==> src/rtl/riscv_pkg.sv <==
// Shared definitions for the cache-line memory interface.
// Line geometry (words per line, line width, byte-offset bits) and the
// write-back buffer drain FSM state type.
package riscv_pkg;

    localparam int LINE_WORDS  = 8;
    localparam int LINE_BITS   = 256;
    localparam int OFFSET_BITS = 5;
    localparam int WORD_BITS   = LINE_BITS / LINE_WORDS;

    typedef enum logic [1:0] {
        IDLE = 2'd0,
        BUSY = 2'd1,
        GAP  = 2'd2
    } wbb_state_t;

endpackage

==> src/rtl/wbb_match.sv <==
// DEPTH-way line-tag compare with youngest-match priority.
// Ports:
//   tags_i    stored line tags, one per slot
//   valid_i   per-slot qualifier (caller may mask slots out)
//   tag_i     lookup tag
//   wr_ptr_i  next allocation slot; slots just below it are the youngest
//   hit_o     some qualified slot matches
//   idx_o     slot of the youngest match (0 when no hit)
module wbb_match #(
    parameter int DEPTH = 2,
    parameter int TW    = 27,
    parameter int PW    = 1
) (
    input  logic [DEPTH-1:0][TW-1:0] tags_i,
    input  logic [DEPTH-1:0]         valid_i,
    input  logic [TW-1:0]            tag_i,
    input  logic [PW-1:0]            wr_ptr_i,
    output logic                     hit_o,
    output logic [PW-1:0]            idx_o
);

    logic [PW-1:0] idx;

    // Walk from oldest slot (wr_ptr - DEPTH == wr_ptr) to youngest (wr_ptr - 1);
    // a later hit overrides an earlier one, so the youngest match wins.
    always_comb begin
        hit_o = 1'b0;
        idx_o = '0;
        idx   = '0;
        for (int k = DEPTH; k >= 1; k--) begin
            idx = wr_ptr_i - PW'(k);
            if (valid_i[idx] && (tags_i[idx] == tag_i)) begin
                hit_o = 1'b1;
                idx_o = idx;
            end
        end
    end

endmodule

==> src/rtl/dcache_writeback_buffer.sv <==
// D-cache write-back buffer: queues evicted dirty lines and drains them to
// data memory one line per mem_write/mem_ack handshake. A repeat eviction of
// a queued line overwrites it in place unless that line is currently being
// written. A probe port lets a refill read pick up the youngest held copy.
// Ports:
//   clk, start        clock; start is the async active-low reset
//   wb_valid/addr/line eviction request; wb_ready = buffer not full
//   mem_write/addr/line head line toward memory, mem_ack pops it
//   probe_addr        refill lookup; probe_hit/probe_line combinational
//   wb_empty/wb_count occupancy
module dcache_writeback_buffer
    import riscv_pkg::*;
#(
    parameter int DEPTH      = 2,
    parameter int LINE_WORDS = riscv_pkg::LINE_WORDS
) (
    input  logic                          clk,
    input  logic                          start,
    input  logic                          wb_valid,
    input  logic [31:0]                   wb_addr,
    input  logic [LINE_WORDS*WORD_BITS-1:0] wb_line,
    output logic                          wb_ready,
    output logic                          mem_write,
    output logic [31:0]                   mem_addr,
    output logic [LINE_WORDS*WORD_BITS-1:0] mem_line,
    input  logic                          mem_ack,
    input  logic [31:0]                   probe_addr,
    output logic                          probe_hit,
    output logic [LINE_WORDS*WORD_BITS-1:0] probe_line,
    output logic                          wb_empty,
    output logic [$clog2(DEPTH):0]        wb_count
);

    localparam int PW = $clog2(DEPTH);
    localparam int CW = PW + 1;
    localparam int LB = LINE_WORDS * WORD_BITS;
    localparam int TW = 32 - OFFSET_BITS;

    logic [DEPTH-1:0][TW-1:0] tag_q;
    logic [DEPTH-1:0][LB-1:0] line_q;
    logic [DEPTH-1:0]         vld_q, vld_d;
    logic [PW-1:0]            rd_ptr_q, rd_ptr_d;
    logic [PW-1:0]            wr_ptr_q, wr_ptr_d;
    logic [CW-1:0]            count_q, count_d;
    wbb_state_t               state_q, state_d;

    logic                     head_busy, accept, pop, alloc;
    logic [DEPTH-1:0]         co_vld;
    logic                     co_hit;
    logic [PW-1:0]            co_idx, pr_idx, wr_idx;

    // Offset bits of both addresses are don't-care.
    logic unused_offsets;
    assign unused_offsets = ^{wb_addr[OFFSET_BITS-1:0], probe_addr[OFFSET_BITS-1:0]};

    assign head_busy = (state_q == BUSY);
    assign wb_ready  = (count_q != CW'(DEPTH));
    assign accept    = wb_valid && wb_ready;
    assign pop       = head_busy && mem_ack;

    // The head line is frozen while memory is writing it, so it must not be
    // a coalesce target; a repeat eviction then allocates a fresh slot.
    always_comb begin
        co_vld = vld_q;
        if (head_busy) co_vld[rd_ptr_q] = 1'b0;
    end

    wbb_match #(.DEPTH(DEPTH), .TW(TW), .PW(PW)) u_coalesce (
        .tags_i   (tag_q),
        .valid_i  (co_vld),
        .tag_i    (wb_addr[31:OFFSET_BITS]),
        .wr_ptr_i (wr_ptr_q),
        .hit_o    (co_hit),
        .idx_o    (co_idx)
    );

    wbb_match #(.DEPTH(DEPTH), .TW(TW), .PW(PW)) u_probe (
        .tags_i   (tag_q),
        .valid_i  (vld_q),
        .tag_i    (probe_addr[31:OFFSET_BITS]),
        .wr_ptr_i (wr_ptr_q),
        .hit_o    (probe_hit),
        .idx_o    (pr_idx)
    );

    assign probe_line = probe_hit ? line_q[pr_idx] : '0;

    assign alloc  = accept && !co_hit;
    assign wr_idx = co_hit ? co_idx : wr_ptr_q;

    // Queue bookkeeping: allocation and pop touch different slots whenever
    // both happen, because allocation needs count < DEPTH and pop needs count >= 1.
    always_comb begin
        vld_d    = vld_q;
        rd_ptr_d = rd_ptr_q;
        wr_ptr_d = wr_ptr_q;
        count_d  = count_q;
        if (alloc) begin
            vld_d[wr_ptr_q] = 1'b1;
            wr_ptr_d        = wr_ptr_q + 1'b1;
        end
        if (pop) begin
            vld_d[rd_ptr_q] = 1'b0;
            rd_ptr_d        = rd_ptr_q + 1'b1;
        end
        case ({alloc, pop})
            2'b10:   count_d = count_q + 1'b1;
            2'b01:   count_d = count_q - 1'b1;
            default: count_d = count_q;
        endcase
    end

    // GAP forces one idle cycle on mem_write between lines; from GAP the
    // next line is issued directly so back-to-back cost is ack latency + 1.
    always_comb begin
        state_d = state_q;
        case (state_q)
            IDLE:    if (count_q != '0) state_d = BUSY;
            BUSY:    if (mem_ack) state_d = GAP;
            GAP:     state_d = (count_q != '0) ? BUSY : IDLE;
            default: state_d = IDLE;
        endcase
    end

    always_ff @(posedge clk or negedge start) begin
        if (!start) begin
            vld_q    <= '0;
            rd_ptr_q <= '0;
            wr_ptr_q <= '0;
            count_q  <= '0;
            state_q  <= IDLE;
        end else begin
            vld_q    <= vld_d;
            rd_ptr_q <= rd_ptr_d;
            wr_ptr_q <= wr_ptr_d;
            count_q  <= count_d;
            state_q  <= state_d;
        end
    end

    // Payload storage needs no reset: it is only observed through valid slots.
    always_ff @(posedge clk) begin
        if (accept) begin
            tag_q[wr_idx]  <= wb_addr[31:OFFSET_BITS];
            line_q[wr_idx] <= wb_line;
        end
    end

    assign mem_write = head_busy;
    assign mem_addr  = head_busy ? {tag_q[rd_ptr_q], {OFFSET_BITS{1'b0}}} : '0;
    assign mem_line  = head_busy ? line_q[rd_ptr_q] : '0;
    assign wb_empty  = (count_q == '0);
    assign wb_count  = count_q;

endmodule
==> config.mk <==
export PLATFORM = sky130hd
export DESIGN_NAME = dcache_writeback_buffer
export DESIGN_NICKNAME = d
export VERILOG_FILES = /design/src/rtl/riscv_pkg.sv /design/src/rtl/wbb_match.sv /design/src/rtl/dcache_writeback_buffer.sv
export SDC_FILE = /design/constraint.sdc
export NUM_CORES = 1
export LEC_CHECK = 0
export CORE_AREA = 2 2 342 344
export DETAILED_ROUTE_END_ITERATION = 8
export DIE_AREA = 0 0 344 346
export GPL_TIMING_DRIVEN = 1
export PLACE_DENSITY_LB_ADDON = 0.1
export SYNTH_ARGS = -nofsm -noshare
export SYNTH_HDL_FRONTEND = slang
export SYNTH_SLANG_ARGS = --single-unit
==> constraint.sdc <==
create_clock -name clk -period 20.9 [get_ports clk]
set_clock_uncertainty 0.15 [all_clocks]
set_input_delay 3.135 -clock clk [delete_from_list [all_inputs] [get_ports clk]]
set_output_delay 3.135 -clock clk [all_outputs]
set_load 0.05 [all_outputs]
**After elaboration in Yosys (flattened, before gate mapping)**

Cells that the tools add are included.
W data, S select, Z words.

- Bits of input ports: 324
- Output and inout port bits: 550
- Register bits: 574

- Mux-type cells: 48
- Order comparisons: 8
- Bitwise operators: 4
- $add $sub $neg: 5
- Reduce and logical (&&, ||, !) cells: 16
- Equal/unequal tests: 11

Operator list:

| operator | number |
|---|---|
| $mux W256 | 7 |
| $bwmux W512 | 1 |
| $demux W256 S1 | 1 |
| $mux W27 | 7 |
| $eq A27 B27 Y1 | 4 |
| $bwmux W54 | 1 |
| $mux W32 | 1 |
| $demux W27 S1 | 1 |
| $mux W1 | 20 |
| $logic_and A1 B1 Y1 | 10 |
| $lt A1 B2 Y1 const B | 5 |
| $mux W2 | 5 |
| $ne A2 B2 Y1 const B | 3 |
| $pmux W2 S3 | 1 |
| $and A2 B2 Y2 | 2 |
| $eq A2 B1 Y1 const B | 2 |
| $eq A2 B2 Y1 const B | 2 |
| $logic_not A2 Y1 | 2 |
| $pmux W2 S2 | 1 |
| $reduce_bool A2 Y1 | 2 |
| $ge A1 B1 Y1 const B | 3 |
| $add A1 B1 Y1 const B | 2 |
| $add A2 B1 Y2 const B | 1 |
| $demux W1 S1 | 2 |
| 6 further kinds | 6 |

**Depth between registers and ports, before layout**

- Word-level depth: 18
- Gate-level depth with buffers: 14
- Depth with buffers taken out: 11

**Modules after synthesis**

Synthesis repeated with hierarchy kept, for this count alone.

- Cell total of the unflattened synthesis: 2096
- Area, all modules: 28934.0 um^2

By module, submodules not included:

| module | cells each | area an instance (um^2) | times used | seq. area each (um^2) |
|---|---|---|---|---|
| dcache_writeback_buffer | 1808 | 26429.1 | 1 | 17196.5 |
| wbb_match | 144 | 1252.5 | 2 | 0.0 |

**Worst setup path after synthesis**

Ideal clock, no wire load.

- Path type: in2reg
- Start point: input port wb_addr[20]
- End point: register line_q[256] in the netlist's numbering (enable)
- Arrival time: 16.643 ns
- Path buffers: 0
- Library setup time: 0.961 ns
- Stages: 6
- Setup slack: 3.146 ns
- Cells stage by stage: xnor2_1 -> nor4_1 -> nand4_1 -> nor4_1 -> xor2_1 -> nor2b_1

RTL lines:

| element | line | RTL |
|---|---|---|
| from (decl) | dcache_writeback_buffer.sv:20 | `input logic [31:0] wb_addr,` |
| to (signal, indexed assignment) | dcache_writeback_buffer.sv:145 | `line_q[wr_idx] <= wb_line;` |
| to (decl) | dcache_writeback_buffer.sv:40 | `logic [DEPTH-1:0][LB-1:0] line_q;` |

**Worst setup path in the final report**

- Start point: input port probe_addr[10]
- End point: output port probe_line[227]

- Longest elaborated chain between the ends: 7
- Elaborated cells between the ends (all ways): 11

Ends and longest elaborated chain:

| element | line | RTL |
|---|---|---|
| from (decl) | dcache_writeback_buffer.sv:27 | `input logic [31:0] probe_addr,` |
| $eq A27 B27 Y1 | wbb_match.sv:32 | `if (valid_i[idx] && (tags_i[idx] == tag_i)) begin` |
| $logic_and A1 B1 Y1 | wbb_match.sv:32 |  |
| $mux W1 (2 in a row) | wbb_match.sv:32 |  |
| $mux W256 (not written as such) (2 in a row) | dcache_writeback_buffer.sv:86 | `assign probe_line = probe_hit ? line_q[pr_idx] : '0;` |
| $mux W256 (*) | dcache_writeback_buffer.sv:86 |  |
| to (decl) | dcache_writeback_buffer.sv:29 | `output logic [LINE_WORDS*WORD_BITS-1:0] probe_line,` |

Every way passes the cells marked *; elsewhere a longest branch is shown, timed or not. The select of a mux whose other input is x is not followed.

==> impl_metrics.py <==
metrics = {
    "worst_setup_path": {
        "cp.required_ps": 17620,
        "critical_path_peak_fanout": 134,
        "crit_arrival_ps": 9230,
        "worst-r2r-cell-count": 10,
        "end_kind": "primary output",
        "worstReg2RegStart": "wr_ptr_q",
        "worstSetupStartpointType": "input pin",
        "crit_type": "in2out",
        "regToRegEndpoint": "line_q[295]",
        "ff2ff_setup_slack_ps": 13700,
    },
    "sta": {
        "timing.final.max_slew_violations": 0,
        "period_share": 0.599,
        "tns_ps": 0,
        "slew-limit-headroom": 0.165,
        "report.final.hold_viol_count": 0,
        "period_needed_ps": 12520,
        "max_freq_mhz": 79.9,
        "grt_setup_unrepaired": "no",
        "worst_max_slew_pin_slew_ps": 1250,
        "finalSetupViolations": 0,
    },
    "drt": {
        "top_layer": "met5",
        "detail_route.vias_per_cell": 5.16,
        "routed-wl-met2_um": 61000,
        "route.detailed.wl_per_inst_um": 25.1,
        "wl_met1_um": 43500,
        "num_vias": 24300,
        "drtAntennaViolNets": 0,
        "detailroute.wirelength.met3_um": 9590,
        "drt-pass1-iter-count": 5,
        "remaining_drc_errors": 0,
        "number_of_drc_violations_after_detailed_routing_iteration_0": 1284,
        "routed_wirelength_um": 118000,
    },
    "logic_synthesis": {
        "post_synth_edffs": 566,
        "synth-warning-count": 0,
        "synth.lib_cells_used.distinct": 38,
        "fraction_of_synthesized_cell_area_taken_by_the_top_area_cell_type": 0.547,
        "yosysTopAreaCell": "sky130_fd_sc_hd__edfxtp_1",
        "seq_area_frac_synth": 0.553,
        "synth.cell_area_um2": 31100,
        "share_of_synthesized_flip_flops_with_an_asynchronous_set_or_reset": 0.0139,
        "synthesis.instances": 2401,
        "postSynthRegisterBits": 574,
        "synth_area_per_cell_um2": 13.0,
        "synth.top_cells.by_area": "sky130_fd_sc_hd__edfxtp_1 55%, sky130_fd_sc_hd__mux2i_1 11%, sky130_fd_sc_hd__a221oi_2 9.7%",
        "ys_top_cells_by_count": "566 x sky130_fd_sc_hd__edfxtp_1, 339 x sky130_fd_sc_hd__mux2i_1, 291 x sky130_fd_sc_hd__nor2_1",
        "dominantRegCellSynth": "sky130_fd_sc_hd__edfxtp_1",
        "synthMostInstantiatedCell": "sky130_fd_sc_hd__edfxtp_1",
    },
    "floorplanning": {
        "dieArea_um2": 119000,
        "core_area_um2": 115000,
        "die_ht_um": 346,
        "initial_core_util": 0.269,
        "die_w_um": 344,
        "boundaryPins": 874,
        "number_of_rows_created_at_floorplan": 125,
    },
    "final_layout": {
        "final_layout_size_suffix_gt1_frac": 0.106,
        "layout.core_utilization": 0.373,
        "nets": 3445,
        "fillerInstances": 11200,
        "syn_to_final_growth_pct": 38.6,
        "post-route-cell-area_um2": 43100,
    },
    "clock_tree": {
        "cts_max_level": 3,
        "cts_tree": "built",
        "cts_sinks": 574,
        "cts.clk_slew.worst_paths_ps": 50,
        "cts_setup_buffers": 0,
        "post_cts_repair_resize_count": 0,
        "tritoncts.num_buffers": 76,
        "clk_root_buffer_cell": "sky130_fd_sc_hd__clkbuf_16",
        "clockBufferDepth": 3,
        "cts_hold_buffers": 0,
        "clk-insertion-delay-late_ps": 630,
    },
    "grt": {
        "grt_pass1_wl_um": 170000,
        "grt.overflow.total": 0,
        "grt_max_degree": 177,
        "number_of_antenna_violations_at_the_first_check_in_global_routing": 28,
        "track_usage": 0.190,
        "via_count_of_the_first_global_routing_pass": 24800,
    },
    "power": {
        "power_leakage_nw": 14.6,
        "post-layout-total-power_mw": 7.94,
        "power_density_nw_per_um2": 184,
        "ir_worst_vdd_uv": 114,
    },
    "placement": {
        "dpl_cell_area_um2": 40700,
        "numPortBuffers": 858,
        "place_hpwl_um": 77200,
        "finalWeightedCongestion": 0.833,
    },
    "worst_hold_path": {
        "worst_hold_path_ep": "state_q[0]",
        "holdCritPathClass": "reg2reg",
        "worstHoldStart": "state_q[0]",
        "hold_path_depth": 1,
    },
    "outcome": {
        "status": "complete, no violations",
    },
    "job": {
        "timing.max_cap.violations": 0,
    },
}
[worst max-delay path, stage by stage]
cell	delay, ps
sky130_fd_sc_hd__clkdlybuf4s50_1	480
sky130_fd_sc_hd__xor2_1	180
sky130_fd_sc_hd__o32a_1	300
sky130_fd_sc_hd__nor3_1	280
sky130_fd_sc_hd__and4_1	280
sky130_fd_sc_hd__o311a_4	700
sky130_fd_sc_hd__buf_4	800
sky130_fd_sc_hd__buf_12	580
sky130_fd_sc_hd__buf_4	890
sky130_fd_sc_hd__a221oi_1	190
sky130_fd_sc_hd__a21oi_1	260
sky130_fd_sc_hd__clkdlybuf4s50_1	850
[stage by stage]
| stage | hold slack (ps) | setup slack, ps | cells |
|---|---|---|---|
| global placement | 354 | 8360 | 4566 |
| CTS | 367 | 8260 | 4700 |
| global route | 413 | 7990 | 4715 |
| detailed placement | 357 | 8270 | 4566 |
| floorplan | 274 | 3150 | 2405 |
| finish | 367 | 8380 | 4716 |
[cell usage in the layout, fill, tap and decap left out, types with 2 or more instances in the layout]
master	instances
sky130_fd_sc_hd__clkdlybuf4s50_1	858
sky130_fd_sc_hd__edfxtp_1	566
sky130_fd_sc_hd__mux2i_1	339
sky130_fd_sc_hd__nor2_1	290
sky130_fd_sc_hd__a21oi_1	258
sky130_fd_sc_hd__a22oi_1	256
sky130_fd_sc_hd__a221oi_2	200
sky130_fd_sc_hd__xnor2_1	84
sky130_fd_sc_hd__clkbuf_16	78
sky130_fd_sc_hd__a221oi_1	56
sky130_fd_sc_hd__xor2_1	30
sky130_fd_sc_hd__nor4_1	18
sky130_fd_sc_hd__diode_2	16
sky130_fd_sc_hd__clkinv_1	16
sky130_fd_sc_hd__clkbuf_1	16
sky130_fd_sc_hd__buf_4	16
sky130_fd_sc_hd__clkinv_2	12
sky130_fd_sc_hd__nand4_1	11
sky130_fd_sc_hd__buf_12	10
sky130_fd_sc_hd__inv_1	6
sky130_fd_sc_hd__bufinv_16	6
sky130_fd_sc_hd__dfrtp_1	6
sky130_fd_sc_hd__conb_1	5
sky130_fd_sc_hd__o21ai_0	4
sky130_fd_sc_hd__nand2_1	4
sky130_fd_sc_hd__nor3_1	3
sky130_fd_sc_hd__clkinv_8	3
sky130_fd_sc_hd__and2_1	2
sky130_fd_sc_hd__nand3_1	2
sky130_fd_sc_hd__dfrtp_4	2
[layer usage]
layer	up-vias	GRT usage
met4	22	0.0800
met2	745	0.336
li1	11100	-
met3	179	0.0640
met1	12300	0.206
met5	-	0
[state kept, by name (all words and copies together) (netlist names)]
| name | flops |
|---|---|
| state_q | 2 |
| line_q | 512 |
| rd_ptr_q | 1 |
| vld_q | 2 |
| wb_count | 2 |
| tag_q | 54 |
| wr_ptr_q | 1 |
[how the worst max path moves through the flow]
stage / startpoint / end / slack [ps] / depth (start not counted)
floorplan: wb_addr[20] / line_q[256] / 3150 / 6
global placement: probe_addr[10] / probe_line[227] / 8360 / 12
detailed placement: probe_addr[10] / probe_line[227] / 8270 / 12
CTS: probe_addr[10] / probe_line[227] / 8260 / 12
global route: probe_addr[10] / probe_line[227] / 7990 / 12
finish: probe_addr[10] / probe_line[227] / 8380 / 12
[logic make-up after synthesis]
kind of cell | count (synthesis) | share of synthesized area
AOI/OAI and AO/OA | 782 | 0.219
DFF | 574 | 0.553
muxes | 339 | 0.109
and+or+nand+nor | 337 | 0.0443
buffers and inverters | 253 | 0.0424
xor gates and xnor gates | 114 | 0.0321
adders and majority gates | 1 | 0.000402
other | 1 | 0.000121
[power breakdown]
part / internal [mW] / leakage [nW] / switching [mW] / total, mW
clock: 0.759 / 1.17 / 0.520 / 1.28
sequential: 1.59 / 5.35 / 0.237 / 1.83
combinational: 1.50 / 8.06 / 3.32 / 4.83
total: 3.86 / 14.6 / 4.08 / 7.94
[area by class of cell]
cell class	instances	area, um2	share of cell area
Inverter	6	22.5	0.000522
Timing Repair Buffer	884	8910	0.207
Multi-Input combinational cell	1578	12600	0.293
Clock buffer	95	2030	0.0470
Antenna cell	16	40.0	0.000929
Tap cell	1524	1910	0.0442
Clock inverter	39	365	0.00848
Sequential cell	574	17200	0.399
Power figures use the tool's default switching activity.
